### src/rtl/obstacle_pkg.sv
// Shared types, sizes and obstacle layout ROM for the obstacle scheduler.
// Each level lists its rectangles as (xpos, ypos, w, h, rgb) in slot order.
package obstacle_pkg;

  localparam int NUM_SLOTS = 4;
  localparam int LVL_W     = 3;
  localparam int IDX_W     = $clog2(NUM_SLOTS);
  localparam int CNT_W     = $clog2(NUM_SLOTS + 1);
  localparam int COORD_W   = 11;
  localparam int RGB_W     = 12;

  localparam logic [LVL_W-1:0] LVL_1 = LVL_W'(1);
  localparam logic [LVL_W-1:0] LVL_2 = LVL_W'(2);
  localparam logic [LVL_W-1:0] LVL_3 = LVL_W'(3);
  localparam logic [LVL_W-1:0] LVL_4 = LVL_W'(4);

  typedef struct packed {
    logic [COORD_W-1:0] xpos;
    logic [COORD_W-1:0] ypos;
    logic [COORD_W-1:0] w;
    logic [COORD_W-1:0] h;
    logic [RGB_W-1:0]   rgb;
  } desc_t;

  typedef enum logic [1:0] {
    S_IDLE,
    S_WAIT_VB,
    S_LOAD,
    S_COMMIT
  } state_t;

  function automatic desc_t mk_desc(input int x, input int y, input int w, input int h,
                                    input int rgb);
    return '{xpos: COORD_W'(x), ypos: COORD_W'(y), w: COORD_W'(w), h: COORD_W'(h),
             rgb: RGB_W'(rgb)};
  endfunction

  function automatic logic [CNT_W-1:0] level_count(input logic [LVL_W-1:0] lvl);
    case (lvl)
      LVL_1:        return CNT_W'(2);
      LVL_2:        return CNT_W'(3);
      LVL_3, LVL_4: return CNT_W'(4);
      default:      return '0;
    endcase
  endfunction

  // Unused slots of a level read as an all-zero descriptor.
  function automatic desc_t level_entry(input logic [LVL_W-1:0] lvl,
                                        input logic [IDX_W-1:0] idx);
    desc_t d;
    d = '0;
    case ({lvl, idx})
      {LVL_1, IDX_W'(0)}: d = mk_desc(100, 200,  50, 100, 'hF00);
      {LVL_1, IDX_W'(1)}: d = mk_desc(400, 300,  80,  40, 'h0F0);
      {LVL_2, IDX_W'(0)}: d = mk_desc( 50,  50, 200,  20, 'h00F);
      {LVL_2, IDX_W'(1)}: d = mk_desc(300, 150,  20, 200, 'hFF0);
      {LVL_2, IDX_W'(2)}: d = mk_desc(500, 400, 100,  30, 'h0FF);
      {LVL_3, IDX_W'(0)}: d = mk_desc(  0,   0, 640,  10, 'hF0F);
      {LVL_3, IDX_W'(1)}: d = mk_desc(  0, 470, 640,  10, 'hF0F);
      {LVL_3, IDX_W'(2)}: d = mk_desc(200, 100,  30,  30, 'h888);
      {LVL_3, IDX_W'(3)}: d = mk_desc(420, 260,  60,  60, 'hFFF);
      {LVL_4, IDX_W'(0)}: d = mk_desc(120,  80,  16, 300, 'hA50);
      {LVL_4, IDX_W'(1)}: d = mk_desc(240, 160,  16, 300, 'h5A0);
      {LVL_4, IDX_W'(2)}: d = mk_desc(360,  80,  16, 300, 'h05A);
      {LVL_4, IDX_W'(3)}: d = mk_desc(480, 160,  16, 300, 'hA05);
      default:            d = '0;
    endcase
    return d;
  endfunction

  function automatic logic [NUM_SLOTS-1:0] slot_mask(input logic [CNT_W-1:0] cnt);
    logic [NUM_SLOTS-1:0] m;
    for (int i = 0; i < NUM_SLOTS; i++) m[i] = (i < int'(cnt));
    return m;
  endfunction

endpackage

### src/rtl/obstacle_rom.sv
// Combinational obstacle ROM: (level, slot) -> descriptor, level -> slot count.
module obstacle_rom
  import obstacle_pkg::*;
(
  input  logic [LVL_W-1:0] lvl,
  input  logic [IDX_W-1:0] idx,
  output desc_t            desc,
  output logic [CNT_W-1:0] count
);

  // count depends on lvl alone, so it is kept a separate path from the idx lookup.
  assign desc  = level_entry(lvl, idx);
  assign count = level_count(lvl);

endmodule

### src/rtl/obstacle_scheduler.sv
// Loads a level's obstacle descriptors into the drawing stage's shadow slots
// during vertical blanking and commits them in one cycle, so no frame is half-loaded.
module obstacle_scheduler
  import obstacle_pkg::*;
(
  input  logic                 clk,
  input  logic                 rst_n,
  input  logic                 vblnk_in,
  input  logic [LVL_W-1:0]     lvl_req,
  input  logic                 lvl_req_valid,
  output logic                 cfg_valid,
  input  logic                 cfg_ready,
  output logic [IDX_W-1:0]     cfg_idx,
  output logic [COORD_W-1:0]   cfg_xpos,
  output logic [COORD_W-1:0]   cfg_ypos,
  output logic [COORD_W-1:0]   cfg_w,
  output logic [COORD_W-1:0]   cfg_h,
  output logic [RGB_W-1:0]     cfg_rgb,
  output logic                 cfg_commit,
  output logic [NUM_SLOTS-1:0] cfg_en,
  output logic [LVL_W-1:0]     lvl_active,
  output logic                 busy
);

  state_t               state_q, state_d;
  logic                 vblnk_d_q;
  logic                 pend_q, pend_d;
  logic [LVL_W-1:0]     pend_lvl_q, pend_lvl_d;
  logic [LVL_W-1:0]     cur_lvl_q, cur_lvl_d;
  logic [IDX_W-1:0]     idx_q, idx_d;
  logic                 cfg_valid_q, cfg_valid_d;
  logic [IDX_W-1:0]     cfg_idx_q, cfg_idx_d;
  desc_t                cfg_desc_q, cfg_desc_d;
  logic [NUM_SLOTS-1:0] cfg_en_q, cfg_en_d;
  logic [LVL_W-1:0]     lvl_active_q, lvl_active_d;
  logic                 commit;

  logic                 vb_rise;
  logic [LVL_W-1:0]     lvl_sel;
  logic [IDX_W-1:0]     idx_sel;
  desc_t                rom_desc;
  logic [CNT_W-1:0]     rom_count;
  logic                 last_xfer;
  logic                 drop_req;

  assign vb_rise = vblnk_in & ~vblnk_d_q;

  // The ROM is addressed with the descriptor to present next cycle: slot 0 of the
  // pending level when a load starts, otherwise the slot after the one in flight.
  assign lvl_sel   = (state_q == S_WAIT_VB) ? pend_lvl_q : cur_lvl_q;
  assign idx_sel   = (state_q == S_LOAD) ? idx_q + 1'b1 : '0;
  assign last_xfer = (CNT_W'(idx_q) + CNT_W'(1)) == rom_count;
  assign drop_req  = (state_q == S_IDLE) && !pend_q && (lvl_req == lvl_active_q);

  obstacle_rom u_rom (
    .lvl   (lvl_sel),
    .idx   (idx_sel),
    .desc  (rom_desc),
    .count (rom_count)
  );

  always_comb begin
    // NOTE: every variable gets its hold value first, so no path through the case infers a latch.
    state_d      = state_q;
    pend_d       = pend_q;
    pend_lvl_d   = pend_lvl_q;
    cur_lvl_d    = cur_lvl_q;
    idx_d        = idx_q;
    cfg_valid_d  = cfg_valid_q;
    cfg_idx_d    = cfg_idx_q;
    cfg_desc_d   = cfg_desc_q;
    cfg_en_d     = cfg_en_q;
    lvl_active_d = lvl_active_q;
    commit       = 1'b0;

    case (state_q)
      S_IDLE: begin
        if (pend_q) state_d = S_WAIT_VB;
      end
      S_WAIT_VB: begin
        if (vb_rise) begin
          cur_lvl_d = pend_lvl_q;
          pend_d    = 1'b0;
          idx_d     = '0;
          if (rom_count == '0) begin
            state_d = S_COMMIT;
          end else begin
            state_d     = S_LOAD;
            cfg_valid_d = 1'b1;
            cfg_idx_d   = idx_sel;
            cfg_desc_d  = rom_desc;
          end
        end
      end
      S_LOAD: begin
        if (cfg_valid_q && cfg_ready) begin
          if (last_xfer) begin
            state_d     = S_COMMIT;
            cfg_valid_d = 1'b0;
            cfg_idx_d   = '0;
            cfg_desc_d  = '0;
          end else begin
            idx_d      = idx_sel;
            cfg_idx_d  = idx_sel;
            cfg_desc_d = rom_desc;
          end
        end
      end
      S_COMMIT: begin
        // A load that overran blanking waits here for the next blanking interval.
        if (vblnk_in) begin
          commit       = 1'b1;
          cfg_en_d     = slot_mask(rom_count);
          lvl_active_d = cur_lvl_q;
          state_d      = S_IDLE;
        end
      end
      default: state_d = S_IDLE;
    endcase

    // A new request overrides an older pending one, including one cleared this cycle.
    if (lvl_req_valid && !drop_req) begin
      pend_d     = 1'b1;
      pend_lvl_d = lvl_req;
    end
  end

  always_ff @(posedge clk or negedge rst_n) begin
    if (!rst_n) begin
      state_q      <= S_IDLE;
      vblnk_d_q    <= 1'b0;
      pend_q       <= 1'b0;
      pend_lvl_q   <= '0;
      cur_lvl_q    <= '0;
      idx_q        <= '0;
      cfg_valid_q  <= 1'b0;
      cfg_idx_q    <= '0;
      cfg_desc_q   <= '0;
      cfg_en_q     <= '0;
      lvl_active_q <= '0;
    end else begin
      // NOTE: non-blocking assignments so every flop samples the pre-edge values.
      state_q      <= state_d;
      vblnk_d_q    <= vblnk_in;
      pend_q       <= pend_d;
      pend_lvl_q   <= pend_lvl_d;
      cur_lvl_q    <= cur_lvl_d;
      idx_q        <= idx_d;
      cfg_valid_q  <= cfg_valid_d;
      cfg_idx_q    <= cfg_idx_d;
      cfg_desc_q   <= cfg_desc_d;
      cfg_en_q     <= cfg_en_d;
      lvl_active_q <= lvl_active_d;
    end
  end

  assign cfg_valid  = cfg_valid_q;
  assign cfg_idx    = cfg_idx_q;
  assign cfg_xpos   = cfg_desc_q.xpos;
  assign cfg_ypos   = cfg_desc_q.ypos;
  assign cfg_w      = cfg_desc_q.w;
  assign cfg_h      = cfg_desc_q.h;
  assign cfg_rgb    = cfg_desc_q.rgb;
  assign cfg_commit = commit;
  assign cfg_en     = cfg_en_q;
  assign lvl_active = lvl_active_q;
  assign busy       = (state_q != S_IDLE) | pend_q;

endmodule

### config.mk
export PLATFORM = sky130hd
export DESIGN_NAME = obstacle_scheduler
export DESIGN_NICKNAME = d
export VERILOG_FILES = /design/src/rtl/obstacle_pkg.sv /design/src/rtl/obstacle_rom.sv /design/src/rtl/obstacle_scheduler.sv
export SDC_FILE = /design/constraint.sdc
export NUM_CORES = 1
export LEC_CHECK = 0
export CAP_MARGIN = 20
export CORE_MARGIN = 3
export CORE_UTILIZATION = 51
export DETAILED_ROUTE_END_ITERATION = 10
export MAX_ROUTING_LAYER = met4
export PLACE_DENSITY = 0.8
export SLEW_MARGIN = 10
export SYNTH_ARGS = -nofsm -noshare
export SYNTH_HDL_FRONTEND = slang
export SYNTH_SLANG_ARGS = --single-unit
### constraint.sdc
create_clock -name clk -period 2.5 [get_ports clk]
set_input_delay 0.375 -clock clk [delete_from_list [all_inputs] [get_ports clk]]
set_output_delay 0.375 -clock clk [all_outputs]
set_load 0.1 [all_outputs]
==> results of run 1 <==
repair_timing:
action	in CTS	in global routing
hold buffers	0	0
hold endpoints to repair	0	0
endpoints found under the setup margin	9	23
pin swaps	0	0
gates resized for setup	1	5
per-stage QoR:
| stage | setup TNS [ns] | util [%] | area [sq um] | hold WS (ns) |
|---|---|---|---|---|
| 3_5_place_dp | -0.334 | 64.8 | 4230 | 0.470 |
| 5_1_grt | 0 | 68.2 | 4460 | 0.137 |
| 4_1_cts | 0 | 68.0 | 4440 | 0.120 |
| 2_1_floorplan | 0 | - | 3600 | 0.0794 |
| 3_3_place_gp | 0 | 64.8 | 4230 | 0.455 |
| 6_report | 0 | 68.2 | 4460 | 0.0966 |
synth_stat cells, types with 2 or more instances:
| cell | instances | share of area (%) |
|---|---|---|
| nand2b_1 | 7 | 1.2 |
| nor3b_1 | 2 | 0.42 |
| nor3_1 | 6 | 0.85 |
| and2_1 | 4 | 0.71 |
| nor2_1 | 25 | 2.6 |
| buf_6 | 2 | 0.63 |
| o21ai_0 | 35 | 4.9 |
| and3_1 | 2 | 0.35 |
| a22o_1 | 9 | 2.2 |
| and3b_1 | 3 | 0.74 |
| clkbuf_1 | 7 | 0.74 |
| a32o_1 | 9 | 2.5 |
| o2bb2ai_1 | 2 | 0.49 |
| nand3b_1 | 2 | 0.42 |
| a21oi_2 | 2 | 0.49 |
| xor2_1 | 3 | 0.74 |
| o31ai_1 | 8 | 1.7 |
| o41ai_1 | 2 | 0.49 |
| a21oi_1 | 29 | 4.1 |
| mux2_2 | 13 | 4.1 |
| ha_1 | 11 | 3.9 |
| a21o_1 | 3 | 0.63 |
| buf_4 | 16 | 3.4 |
| o2111ai_1 | 2 | 0.49 |
| nand3_1 | 8 | 1.1 |
| a31oi_1 | 4 | 0.71 |
| o21ai_1 | 2 | 0.28 |
| inv_1 | 8 | 0.85 |
| o22ai_1 | 2 | 0.35 |
| nand2_1 | 49 | 5.2 |
| o21a_1 | 4 | 0.85 |
| buf_2 | 6 | 0.85 |
| dfrtp_1 | 63 | 44 |
critical path, delay by kind of cell, from the launching register on:
kind                       cells  cell delay, ns
adders and majority gates      1            0.28
muxes                          1            0.31
buffers and inverters          3            0.53
AOI/OAI and AO/OA              5            0.72
DFF                            1            0.39
cells by family (layout without fill, tap and decap cells):
group	count (synthesis)	count (layout)	synth area share, %
compound gates	124	124	23.5
xor+xnor	4	4	0.988
fa+ha+maj	11	11	3.88
buf+inv	41	118	6.98
flops	63	63	44.4
mux	16	16	5.43
other cells	1	12	0.106
simple gates	113	113	14.7
state kept, by name, indices dropped and copies added (netlist names):
name and cells:
cur_lvl_q 3, vblnk_d_q 1, state_q 2, lvl_active 3
cfg_rgb 9, cfg_w 8, cfg_xpos 8, cfg_h 8
cfg_idx 2, cfg_valid 1, cfg_ypos 8, pend_q 1
idx_q 2, cfg_en 4, pend_lvl_q 3
per-layer routing:
| metal | GRT usage, % | share of wire, % |
|---|---|---|
| met2 | 41.4 | 47 |
| met1 | 37.0 | 45 |
| met4 | 7.31 | 1.1 |
| met5 | - | 0 |
| met3 | 4.79 | 6.5 |
path summary, 6_finish.rpt:
path	depth (start not counted)	endpoint
worst max-delay path	10	cfg_rgb[6]
min in group clk	2	cfg_w[9]
worst min-delay path	1	pend_lvl_q[0]
max in group asynchronous	2	idx_q[0]
worst max register to register	10	cfg_rgb[6]
worst min register to register	2	cfg_w[9]
cell type report:
class                   instances  area, sq um  share of cell area, %
flip-flops and latches         63         1580                   35.4
multi-input cells             280         1790                   40.1
clock buffers                  13          169                   3.79
clock inverters                 3         40.0                  0.898
repair buffers                 94          756                   17.0
well taps                      77         96.3                   2.16
inverters                       8         30.0                  0.674
==> flow_summary.json, run 1 <==
{
  "status": "complete, no violations",
  "design.core.area_sq_um": 6530,
  "vias": 3216,
  "postCtsSetupBuffers": 0,
  "slowest_delay_ns": 0.39,
  "end_kind": "flip-flop",
  "antenna_found_initial": 0,
  "clk-insertion-delay-late_ns": 0.34,
  "path_cells": "inv_1, ha_2, buf_4, mux2i_4, o21ai_2, buf_4, a21oi_1, o31ai_2, a21oi_2, o22ai_1",
  "setup_violations": 0,
  "wl_per_cell_microns": 18.2,
  "cap_violations": 0,
  "worst-path-max-fanout": 8,
  "ff2ff_setup_slack_ns": 0.12,
  "critPathArrivalTime_ns": 2.58,
  "netlist_area_sq_um": 3550,
  "h-tree-depth": 3,
  "die-area_sq_um": 7990,
  "final_common_cell": "buf_4",
  "grtUsageTotal_pct": 27.0,
  "fill_cells": 531,
  "cpMaxStageDelayCell": "dfrtp_1",
  "die_h_microns": 89.4,
  "place_ws_ns": -0.0561,
  "cts_buffer_depth": 2,
  "worstMarginPinSlew_ns": 0.736,
  "crit_top_cell": "buf_4",
  "dp_hpwl_mm": 7.24,
  "synthArstFlopShare_pct": 100,
  "clock_skew_ns": 0.00812,
  "rows": 29,
  "layout_setup_ws_ns": 0.125,
  "hold_path.class": "in -> async",
  "synth_edf_count": 0,
  "ys.flop_type": "dfrtp_1",
  "startpoint": "state_q[1]",
  "rr_startpoint": "state_q[1]",
  "drv_slew": 0,
  "drt-pass1-iter-count": 5,
  "first_global_vias": 3200,
  "routed_via_density": 5.98,
  "drt_wl_total_mm": 9.78,
  "cp-start-kind": "flip-flop",
  "ys_seq_elements": 63,
  "ys_warn_count": 0,
  "slew_headroom_pct": 51.0,
  "grt_max_degree": 47,
  "fmax_ghz": 0.421,
  "seq_area_frac_synth_pct": 44.4,
  "die_x_microns": 89.4,
  "ant_nets": 0,
  "ys_types": 56,
  "nNetsFinal": 475,
  "grt_pass1_wl_mm": 16.0,
  "fin_cells": 538,
  "pin_count": 76,
  "dr.first_iter.drc_count": 345,
  "required_ns": 2.70,
  "dp_cells": 522,
  "synthCells": 373,
  "place_congestion": 0.950,
  "path_clk_slew_ns": 0.07,
  "cts_root_buf": "clkbuf_8",
  "postSynthAreaPerCell_sq_um": 9.51,
  "cts_buffers": 9,
  "drive_gt1_share_pct": 28.6,
  "syn2layout_area_growth_pct": 25.6,
  "finalHoldViolations": 0,
  "cts.sinks": 63,
  "worstSetupPathType": "reg -> reg",
  "rsz0062_at_grt": "false",
  "start_util_pct": 54.3,
  "grt_overflow_total": 0,
  "drcViolationCount": 0,
  "fin_crit_sh_pct": 95.0,
  "post-route-min-period_ns": 2.38,
  "layout_common_cells": "buf_4, dfrtp_1, nand2_1",
  "cts_tree": "built",
  "io_buffer_count": 63,
  "diodes": 0
}
Power of run 1 is left out: the tool's default activity adds up to more than one toggle a clock period on the data nets, which glitch-free logic cannot reach.
==> run 2, diff against run 1 <==
--- a/config.mk
+++ b/config.mk
@@ -5,7 +5,6 @@
 export SDC_FILE = /design/constraint.sdc
 export NUM_CORES = 1
 export LEC_CHECK = 0
-export CAP_MARGIN = 20
 export CORE_MARGIN = 3
 export CORE_UTILIZATION = 51
 export DETAILED_ROUTE_END_ITERATION = 10
==> results of run 2 <==
No change in the layout: final DEF, timing and power equal those of run 1.
Power of run 2 is left out for the same reason.
==> run 3, diff against run 2 <==
--- a/config.mk
+++ b/config.mk
@@ -10,6 +10,7 @@
 export DETAILED_ROUTE_END_ITERATION = 10
 export MAX_ROUTING_LAYER = met4
 export PLACE_DENSITY = 0.8
+export SETUP_SLACK_MARGIN = 0.2
 export SLEW_MARGIN = 10
 export SYNTH_ARGS = -nofsm -noshare
 export SYNTH_HDL_FRONTEND = slang
==> run 3 against run 2 <==
Wire length decreased by 0.91%. Global-route usage fell by 0.31 points. Sequential share of layout area decreased by 0.49 points. Critical path type unchanged. Critical endpoint is now cfg_ypos[4]. Largest cell class unchanged.
==> flow_summary.json, run 3 (synthesis results as in run 1) <==
{
  "worstReg2RegEnd": "cfg_ypos[4]",
  "routed_via_density": 5.92,
  "cts_buffers": 9,
  "h-tree-depth": 3,
  "hold_path.class": "in -> async",
  "drive_gt1_share_pct": 30.7,
  "drv_slew": 0,
  "cts_root_buf": "clkbuf_8",
  "largest_register_ffs": 9,
  "grt_pass1_wl_mm": 15.6,
  "drt-pass1-iter-count": 4,
  "drcViolationCount": 0,
  "die_x_microns": 89.4,
  "grt_max_degree": 47,
  "first_global_vias": 3063,
  "fin_crit_sh_pct": 88.5,
  "nNetsFinal": 476,
  "ant_nets": 0,
  "final_common_cell": "buf_4",
  "worstMarginPinSlew_ns": 0.758,
  "grt_overflow_total": 0,
  "required_ns": 2.72,
  "end_kind": "flip-flop",
  "diodes": 0,
  "rsz0062_at_grt": "false",
  "io_buffer_count": 63,
  "cp-start-kind": "flip-flop",
  "layout_common_cells": "buf_4, dfrtp_1, nand2_1",
  "critPathArrivalTime_ns": 2.43,
  "antenna_found_initial": 0,
  "ff2ff_setup_slack_ns": 0.29,
  "finalHoldViolations": 0,
  "syn2layout_area_growth_pct": 27.5,
  "design.core.area_sq_um": 6530,
  "cts_buffer_depth": 2,
  "wl_per_cell_microns": 18.0,
  "dp_hpwl_mm": 7.01,
  "grtUsageTotal_pct": 26.7,
  "setup_violations": 0,
  "path_clk_slew_ns": 0.07,
  "setup-tns-final_ns": 0,
  "worst-path-max-fanout": 15,
  "die-area_sq_um": 7990,
  "start_util_pct": 54.3,
  "drt_wl_total_mm": 9.69,
  "cts.sinks": 63,
  "worstSetupPathType": "reg -> reg",
  "status": "complete, no violations",
  "fmax_ghz": 0.452,
  "place_congestion": 0.937,
  "r2r_cells": 8,
  "vias": 3189,
  "rr_startpoint": "state_q[1]",
  "die_h_microns": 89.4,
  "clock_skew_ns": 0.00635,
  "slew_headroom_pct": 49.5,
  "cts_tree": "built",
  "clk-insertion-delay-late_ns": 0.34,
  "post-route-min-period_ns": 2.21,
  "dr.first_iter.drc_count": 214,
  "pin_count": 76,
  "cap_violations": 0,
  "rows": 29,
  "fill_cells": 521
}
-- run 3: stage by stage --
stage | utilization [%] | worst slack, ns | area, sq um | cells | hold WS (ns)
2_1_floorplan | - | 0.216 | 3600 | 384 | 0.0794
3_3_place_gp | 64.6 | 0.0377 | 4220 | 522 | 0.453
3_5_place_dp | 64.6 | -0.0512 | 4220 | 522 | 0.457
4_1_cts | 68.5 | 0.203 | 4470 | 539 | 0.124
5_1_grt | 69.3 | 0.181 | 4520 | 539 | 0.152
6_report | 69.3 | 0.288 | 4520 | 539 | 0.103
-- run 3: per-layer routing --
metal / vias up / part of all wire, % / track usage (%)
met5: - / 0 / -
met1: 1563 / 45 / 36.8
met3: 15 / 6.2 / 3.59
li1: 1503 / - / -
met4: 0 / 1.3 / 9.20
met2: 108 / 48 / 40.5
-- run 3: worst max path at each step --
stage	start	to	cells after the start
detailed placement	state_q[1]	cfg_xpos[2]	8
floorplan	state_q[1]	cfg_xpos[6]	11
global placement	state_q[1]	cfg_xpos[2]	8
finish	state_q[1]	cfg_ypos[4]	8
CTS	state_q[1]	cfg_ypos[4]	10
global route	state_q[0]	cfg_xpos[8]	11
-- run 3: cell type report --
cell class	count	area (sq um)	share of cell area, %
tap	77	96.3	2.13
multi-input combinational	280	1830	40.4
inverter	8	30.0	0.664
clock inverter	3	65.1	1.44
sequential	63	1580	34.9
clock buffer	13	159	3.51
timing repair buffer	95	766	16.9
-- run 3: worst max-delay path, stage by stage, from the launching register on --
cell	delay [ns]
dfrtp_1	0.39
inv_2	0.10
ha_4	0.18
mux2_2	0.36
buf_4	0.21
o31ai_1	0.28
o31ai_2	0.14
buf_4	0.16
a221o_1	0.28
-- run 3: timing repair --
action	in CTS	in global routing
setup endpoints to repair	24	36
setup buffers	1	0
hold buffers	0	0
pin swaps	1	0
resized for setup	7	14
Power of run 3 is left out for the same reason.
